--- src/rtl/dsp_pkg.sv ---
// -----------------------------------------------------------------------------
// dsp_pkg
// Shared definitions for the audio DSP chain: default sample width (shared
// between the I2S receiver and the FIR filter), channel tag encoding and the
// I2S receiver state encoding.
// No ports (package).
// -----------------------------------------------------------------------------
package dsp_pkg;

   // Default sample width; the filter stage is built with the same value.
   localparam int SAMP_WIDTH_DEF = 24;

   typedef enum logic {
      CH_LEFT  = 1'b0,
      CH_RIGHT = 1'b1
   } chan_t;

   typedef enum logic [1:0] {
      SYNC,
      ARM,
      SHIFT,
      SKIP
   } i2s_rx_state_t;

endpackage

--- src/rtl/cdc_sync_bit.sv ---
// -----------------------------------------------------------------------------
// cdc_sync_bit
// Multi-flop synchronizer for a single asynchronous level signal.
// Ports:
//   clk  - destination clock
//   rst  - synchronous active-high reset (chain cleared to 0)
//   d    - asynchronous input
//   q    - synchronized output, SYNC_STAGES clk cycles behind d
// -----------------------------------------------------------------------------
module cdc_sync_bit #(
   parameter int SYNC_STAGES = 2
) (
   input  logic clk,
   input  logic rst,
   input  logic d,
   output logic q
);

   logic [SYNC_STAGES-1:0] stage_reg;

   always_ff @(posedge clk) begin
      if (rst) begin
         stage_reg <= '0;
      end else begin
         stage_reg <= {stage_reg[SYNC_STAGES-2:0], d};
      end
   end

   assign q = stage_reg[SYNC_STAGES-1];

endmodule

--- src/rtl/i2s_rx_deserializer.sv ---
// -----------------------------------------------------------------------------
// i2s_rx_deserializer
// Front end of the audio DSP chain. Synchronizes an asynchronous I2S stream,
// deserializes each channel slot MSB-first into a SAMP_WIDTH-bit word and
// presents it with a one-cycle valid strobe and a channel tag.
// Ports:
//   clk         - system clock (>= 4x i2s_bclk)
//   rst         - synchronous active-high reset
//   i2s_bclk    - I2S bit clock (async)
//   i2s_lrclk   - I2S word select, 0 = left, 1 = right (async)
//   i2s_sdata   - I2S serial data, MSB first (async)
//   out_sample  - last deserialized sample, held between strobes
//   out_valid   - one-cycle strobe for a new out_sample
//   out_channel - channel of out_sample, 0 = left, 1 = right
//   frame_err   - sticky short-slot flag, cleared only by rst
// -----------------------------------------------------------------------------
module i2s_rx_deserializer
   import dsp_pkg::*;
#(
   parameter int SAMP_WIDTH  = SAMP_WIDTH_DEF,
   parameter int SYNC_STAGES = 2
) (
   input  logic                  clk,
   input  logic                  rst,
   input  logic                  i2s_bclk,
   input  logic                  i2s_lrclk,
   input  logic                  i2s_sdata,
   output logic [SAMP_WIDTH-1:0] out_sample,
   output logic                  out_valid,
   output logic                  out_channel,
   output logic                  frame_err
);

   localparam int               CNT_W    = $clog2(SAMP_WIDTH + 1);
   localparam logic [CNT_W-1:0] CNT_FULL = CNT_W'(SAMP_WIDTH);

   // ---------------------------------------------------------------------
   // Input synchronizers: bit 0 = bclk, bit 1 = lrclk, bit 2 = sdata
   // ---------------------------------------------------------------------
   logic [2:0] pin_vec;
   logic [2:0] sync_vec;
   logic       bclk_s;
   logic       lrclk_s;
   logic       sdata_s;

   assign pin_vec = {i2s_sdata, i2s_lrclk, i2s_bclk};

   genvar gi;
   generate
      for (gi = 0; gi < 3; gi++) begin : g_sync
         cdc_sync_bit #(
            .SYNC_STAGES(SYNC_STAGES)
         ) u_sync (
            .clk(clk),
            .rst(rst),
            .d  (pin_vec[gi]),
            .q  (sync_vec[gi])
         );
      end
   endgenerate

   assign bclk_s  = sync_vec[0];
   assign lrclk_s = sync_vec[1];
   assign sdata_s = sync_vec[2];

   // ---------------------------------------------------------------------
   // bclk rising-edge detect. The pulse is registered, so it lands
   // SYNC_STAGES+1 cycles after the pin edge. lrclk/sdata are read one
   // cycle after their own synchronizers caught the rising edge; they are
   // still stable then because bclk stays high for at least 2 clk cycles.
   // ---------------------------------------------------------------------
   logic bclk_d_reg;
   logic bclk_rise_reg;

   always_ff @(posedge clk) begin
      if (rst) begin
         bclk_d_reg    <= 1'b0;
         bclk_rise_reg <= 1'b0;
      end else begin
         bclk_d_reg    <= bclk_s;
         bclk_rise_reg <= bclk_s & ~bclk_d_reg;
      end
   end

   // ---------------------------------------------------------------------
   // Deserializer FSM, shift register and output registers
   // ---------------------------------------------------------------------
   i2s_rx_state_t         state_reg;
   logic                  primed_reg;   // lr_prev holds a real sampled value
   logic                  lr_prev_reg;
   logic [CNT_W-1:0]      bit_cnt_reg;
   logic [SAMP_WIDTH-1:0] shreg_reg;
   chan_t                 slot_ch_reg;

   logic                  lr_change;
   logic [SAMP_WIDTH-1:0] shifted;
   logic [CNT_W-1:0]      cnt_inc;

   assign lr_change = (lrclk_s != lr_prev_reg);
   // Cast drops the old MSB; written this way so SAMP_WIDTH = 1 stays legal.
   assign shifted   = SAMP_WIDTH'({shreg_reg, sdata_s});
   assign cnt_inc   = bit_cnt_reg + 1'b1;

   always_ff @(posedge clk) begin
      if (rst) begin
         state_reg   <= SYNC;
         primed_reg  <= 1'b0;
         lr_prev_reg <= 1'b0;
         bit_cnt_reg <= '0;
         shreg_reg   <= '0;
         slot_ch_reg <= CH_LEFT;
         out_sample  <= '0;
         out_valid   <= 1'b0;
         out_channel <= 1'b0;
         frame_err   <= 1'b0;
      end else begin
         out_valid <= 1'b0;
         if (bclk_rise_reg) begin
            lr_prev_reg <= lrclk_s;
            primed_reg  <= 1'b1;
            case (state_reg)
               SYNC: begin
                  // The first rise after reset only learns the current word
                  // select level, so releasing reset in the middle of a
                  // right slot cannot be mistaken for a slot boundary.
                  if (primed_reg && lr_change) begin
                     state_reg <= ARM;
                  end
               end
               ARM: begin
                  shreg_reg   <= SAMP_WIDTH'(sdata_s);
                  bit_cnt_reg <= CNT_W'(1);
                  slot_ch_reg <= chan_t'(lrclk_s);
                  if (SAMP_WIDTH == 1) begin
                     out_sample  <= SAMP_WIDTH'(sdata_s);
                     out_channel <= lrclk_s;
                     out_valid   <= 1'b1;
                     state_reg   <= SKIP;
                  end else begin
                     state_reg <= SHIFT;
                  end
               end
               SHIFT: begin
                  shreg_reg   <= shifted;
                  bit_cnt_reg <= cnt_inc;
                  if (lr_change) begin
                     // This rise carries the LSB of the slot in progress.
                     out_valid   <= 1'b1;
                     out_channel <= slot_ch_reg;
                     state_reg   <= ARM;
                     if (cnt_inc == CNT_FULL) begin
                        out_sample <= shifted;
                     end else begin
                        // Short slot: left-justify, zero-pad the LSBs.
                        out_sample <= shifted << (CNT_FULL - cnt_inc);
                        frame_err  <= 1'b1;
                     end
                  end else if (cnt_inc == CNT_FULL) begin
                     out_valid   <= 1'b1;
                     out_channel <= slot_ch_reg;
                     out_sample  <= shifted;
                     state_reg   <= SKIP;
                  end
               end
               SKIP: begin
                  // Slot wider than SAMP_WIDTH: drop the trailing bits.
                  if (lr_change) begin
                     state_reg <= ARM;
                  end
               end
               default: state_reg <= SYNC;
            endcase
         end
      end
   end

endmodule

--- config.mk ---
export PLATFORM = sky130hd
export DESIGN_NAME = i2s_rx_deserializer
export DESIGN_NICKNAME = d
export VERILOG_FILES = /design/src/rtl/dsp_pkg.sv /design/src/rtl/cdc_sync_bit.sv /design/src/rtl/i2s_rx_deserializer.sv
export SDC_FILE = /design/constraint.sdc
export NUM_CORES = 1
export LEC_CHECK = 0
export BUFFER_PORTS_ARGS = -buffer_cell sky130_fd_sc_hd__buf_4
export CAP_MARGIN = 5
export CORE_ASPECT_RATIO = 0.7
export CORE_MARGIN = 10
export CORE_UTILIZATION = 40
export DETAILED_ROUTE_END_ITERATION = 10
export GPL_ROUTABILITY_DRIVEN = 0
export HOLD_SLACK_MARGIN = 0.05
export PLACE_DENSITY_LB_ADDON = 0.08
export SLEW_MARGIN = 25
export SYNTH_ARGS = -nofsm -noshare
export SYNTH_HDL_FRONTEND = slang
export SYNTH_SLANG_ARGS = --single-unit
--- constraint.sdc ---
create_clock -name clk -period 5.37 [get_ports clk]
set_input_delay 0.2685 -clock clk [delete_from_list [all_inputs] [get_ports clk]]
set_output_delay 0.2685 -clock clk [all_outputs]
set_load 0.02 [all_outputs]
== After elaboration in Yosys (flattened, before gate mapping) ==
Cells that the tools add are included.
Cells by class
  equality and inequality tests: 8
  shift operators: 1
  add/subtract/negate cells: 2
  bitwise operators: 5
  reductions and logical operators: 10
  muxes and demuxes: 14
Operators by type and width (number)
  two-way mux 24 bit: 3
  one-hot mux 23 bit (2 select lines): 1
  << shifter 24 x 5 -> 24 bit: 1
  one-hot mux 5 bit (2 select lines): 1
  two-way mux 2 bit: 4
  one-hot mux 2 bit (4 select lines): 1
  AND reduction 4 bit: 2
  adder 5 x 1 -> 5 bit (second input constant): 1
  equality test 5 bit (second input constant): 1
  subtractor 5 bit (first input constant): 1
  equality test 2 bit (second input constant): 2
  two-way mux 1 bit: 4
  != test 2 bit (second input constant): 2
  NOT 1 bit: 4
  AND reduction 2 bit: 2
  nonzero test 2 bit: 2
  != test 3 bit (second input constant): 1
  AND reduction 3 bit: 1
  OR reduction 3 bit: 1
  equality test 2 x 1 -> 1 bit (second input constant): 1
  zero test 2 bit: 1
  bitwise AND 1 bit: 1
  logical AND 1 bit: 1
  != test 1 bit: 1
Storage, ports and cells
  output and inout port bits: 27
  register bits: 68
  input port bits: 5
  word-level logic and storage cells: 55

== Longest topological paths before layout ==
  word-level depth: 5
  mapped depth: 9

== By module ==
From an unflattened synthesis, not the netlist that was laid out.
Second synthesis, totals
  cells, all modules: 550
  area total of the unflattened synthesis: 4352.9 um^2
Modules (own cells, without submodules)
  i2s_rx_deserializer: times used 1, cells an instance 538, seq. area each 1241.2 um^2, area each 4195.3 um^2
  cdc_sync_bit: times used 3, cells an instance 4, seq. area each 40.0 um^2, area each 52.6 um^2

== Worst setup path after synthesis ==
No wires, ideal clock.
  kind: register to register
  start: reg bit_cnt_reg[1]
  end: reg out_sample[23]
  data required time: 5.295 ns
  slack: 2.938 ns
  buffers on the path: 1
  arrival time: 2.357 ns
  cell stages (with the launch flop): 9
  cells stage by stage: dfxtp_1 ha_1 and2_4 buf_6 a21o_1 a221o_2 nor2_4 mux4_2 o22ai_1
Between the ends
  cells in the longest elaborated chain, start to end: 5
  elaborated cells on any way between the ends: 8
RTL lines
  start, declared: line i2s_rx_deserializer.sv:91  | logic [CNT_W-1:0] bit_cnt_reg;
  start signal, assigned: line i2s_rx_deserializer.sv:145  | bit_cnt_reg <= cnt_inc;
  adder 5 x 1 -> 5 bit *: line i2s_rx_deserializer.sv:102  | assign cnt_inc = bit_cnt_reg + 1'b1;
  subtractor 5 bit: line i2s_rx_deserializer.sv:155  | out_sample <= shifted << (CNT_FULL - cnt_inc);
  << shifter 24 x 5 -> 24 bit: line i2s_rx_deserializer.sv:155
  two-way mux 24 bit: line i2s_rx_deserializer.sv:151  | if (cnt_inc == CNT_FULL) begin
  two-way mux 24 bit: line i2s_rx_deserializer.sv:146  | if (lr_change) begin
  end signal, assigned: line i2s_rx_deserializer.sv:152  | out_sample <= shifted;
  end signal, assigned: line i2s_rx_deserializer.sv:155
  end signal, assigned: line i2s_rx_deserializer.sv:161  | out_sample <= shifted;
  end, declared: line i2s_rx_deserializer.sv:28  | output logic [SAMP_WIDTH-1:0] out_sample,
Mark *: on every way between the ends. The rest lies on a longest branch, timed or not.
A chain may end at the register's enable or synchronous reset.

== Worst setup path in the final report ==
  start: reg bit_cnt_reg[0]
  end: reg out_sample[23]
Same word-level chain as after synthesis.

==> results.txt <==
outcome - finished clean
final period utilization - 0.691
Detail Route met3 WL - 1.46 mm
Hold Crit Depth - 2
combinational share of power - 0.016
R2R Setup Slk - 1.66 ns
CTS tree - built
hold path start - i2s_bclk
asr flop ratio synth - 0
Max Cap Violations - 0
n_diodes - 0
FF-to-FF Start - bit_cnt_reg[0]
Sw Ratio - 0.217
Mean Syn Cell Area - 8.52 um^2
port buffer count - 31
global-route usage over all layers - 0.167
Synth Cell Area - 0.00416 mm^2
most frequent cell after synthesis - dfxtp_1
GRT overflow - 0
slowest stage delay, CP - 0.92 ns
Seq pwr share - 0.458
1st-pass router iterations - 6
dpl hpwl - 8.86 mm
clock transition at the registers of the reported paths - 0.06 ns
Critical Path End Type - flop
M1 WL - 6.33 mm
Hold EP - g_sync[0].u_sync.stage_reg[0]
endpoints failing setup - 0
Slew HR - 0.356
nets - 501
switching power total - 0.241 mW
Initial Util - 0.407
Die Y-Extent - 105 um
share of the synthesized area in the top cell type - 0.327
ratio of cells with drive above 1 in the final layout - 0.176
worst path arrival time - 3.98 ns
VDD IR max - 137 uV
startpoint types - flop
top post-synthesis cells by area - dfxtp_1 33%, mux4_2 8.7%, mux2i_1 6.0%
worst-path cell chain - buf_4 > ha_2 > mux2i_1 > a221o_2 > nor2_4 > mux4_2 > o22ai_1
synth warn - 0
Via density - 6.17
placed insts - 611
static leakage - 1.56 nW
clk buf depth - 2
crit path max-delay cell type - ha_2
Power per Cell Area - 238 mW/mm^2
Resize count post-CTS - 0
delay-heaviest family, CP - adder cells
post-cts hold buffer count - 0
Distinct cells, synth - 57
DRC violations left - 0
Max Fclk - 269 MHz
CP Class - flop to flop
Pwr Total - 1.11 mW
first-pass GRT wire length - 20.0 mm
top post-synthesis cells by count - 68 x dfxtp_1, 56 x nand2_1, 49 x a21oi_1
Worst-Margin Slew - 0.966 ns
fillers - 1004
Hold Crit Class - input pin to flop
largest area contributor in the netlist - dfxtp_1
RSZ-0062 raised after global routing - no
core area - 0.0102 mm^2
syn_nets - 500
Post-DRT Antenna Nets - 0
worst r2r dst - out_sample[23]
Fin. Hold Viols - 0
TritonCTS Buffers - 9
max-slew violations - 0
crit path from - bit_cnt_reg[0]
Cell Int Power - 0.872 mW
met2 wire length - 4.69 mm
ys flop type - dfxtp_1
initial antenna violation count - 0
Area Overhead vs Synth - 12.5%
Final Non-Filler Cells - 627
Syn Inst Count - 489
Tmin final - 3.71 ns
wire length per cell - 20.2 um
CP Buf/Inv Count - 1
Clock Power Share - 0.526
cell depth of the worst flop-to-flop path - 7
Post-CTS Setup Bufs - 0
Worst Path Required - 5.64 ns
crit path max fanout - 45
Seq cells post-synth - 68
Worst-Skew Late Latency - 0.34 ns
clock skew - 0.00811 ns
sequential area share after synthesis - 0.327
Die W - 142 um
FP Rows - 31
Root Buffer - clkbuf_16
CTS H-tree lvls - 3
vias in the first global route - 3430
setup TNS - 0 ns
top routing layer used - met4
pin count of the biggest net entering global routing - 65
initial DRC count - 512
Vias - 3871
max reg flops - 24
I/O pins - 32
Post-synth EDFFs - 0
DIE AREA - 0.0150 mm^2
final wirelength - 12.6 mm
# clock sinks - 68
[per-layer routing]
layer  up-vias  global-route usage
li1       1815                   -
met1      1847               0.263
met2       193               0.204
met3        16              0.0507
met4         0              0.0488
met5         -                   0
[area by class of cell]
| type | count | area [um^2] | area share |
|---|---|---|---|
| repair buffers | 35 | 263 | 0.0561 |
| clock inverters | 6 | 65.1 | 0.0139 |
| well taps | 132 | 165 | 0.0352 |
| flip-flops and latches | 68 | 1360 | 0.291 |
| clock buffers | 10 | 229 | 0.0489 |
| multi-input cells | 367 | 2570 | 0.548 |
| inverters | 9 | 33.8 | 0.00721 |
[power groups by stage]
stage / combinational (mW) / clock (mW) / sequential [mW]
4_1_cts: 0.0177 / 0.595 / 0.509
2_1_floorplan: 0.0128 / 0 / 0.519
6_report: 0.0178 / 0.586 / 0.509
3_5_place_dp: 0.0175 / 0 / 0.520
5_1_grt: 0.0195 / 0.617 / 0.509
3_3_place_gp: 0.0176 / 0 / 0.520
[how the worst max path moves through the flow]
stage / endpoint / slack [ns] / cells past startpoint
2_1_floorplan: out_sample[23] / 2.94 / 8
3_3_place_gp: out_sample[23] / 1.78 / 7
3_5_place_dp: out_sample[23] / 1.65 / 7
4_1_cts: out_sample[23] / 1.65 / 7
5_1_grt: out_sample[23] / 1.37 / 7
6_report: out_sample[23] / 1.66 / 7
[layout by cell type, fill, tap and decap left out, types with 5 or more instances in the layout]
master      n
o21ai_0    14
mux2i_1    25
buf_4      35
clkbuf_16   9
ha_1        5
a32oi_1     5
a211oi_1    6
a311oi_1    6
inv_1       8
o211ai_1    9
nor2b_1    12
mux2_2      7
dfxtp_1    68
nand2_1    56
nor3_1     14
nand3_1    30
mux4_2     16
and3_1      5
a22oi_1     8
o32ai_1     6
nor2_1     39
a21oi_1    49
[cells by family after synthesis]
logic type	count (synthesis)	share of synthesized area
DFF	68	0.327
muxes	49	0.171
adders and majority gates	6	0.0180
and+or+nand+nor	173	0.197
xor gates and xnor gates	4	0.00841
buffers and inverters	54	0.0589
AOI/OAI and AO/OA	135	0.220
[through the flow]
| step | hold slack [ns] | setup slack, ns | area, um^2 | util |
|---|---|---|---|---|
| 2_1_floorplan | 0.367 | 2.94 | 4160 | - |
| 3_5_place_dp | 0.385 | 1.65 | 4380 | 0.428 |
| 6_report | 0.139 | 1.66 | 4690 | 0.458 |
| 3_3_place_gp | 0.377 | 1.78 | 4380 | 0.428 |
| 5_1_grt | 0.135 | 1.37 | 4690 | 0.458 |
| 4_1_cts | 0.133 | 1.65 | 4680 | 0.457 |
Note: power is estimated with default switching activity, not from simulation.
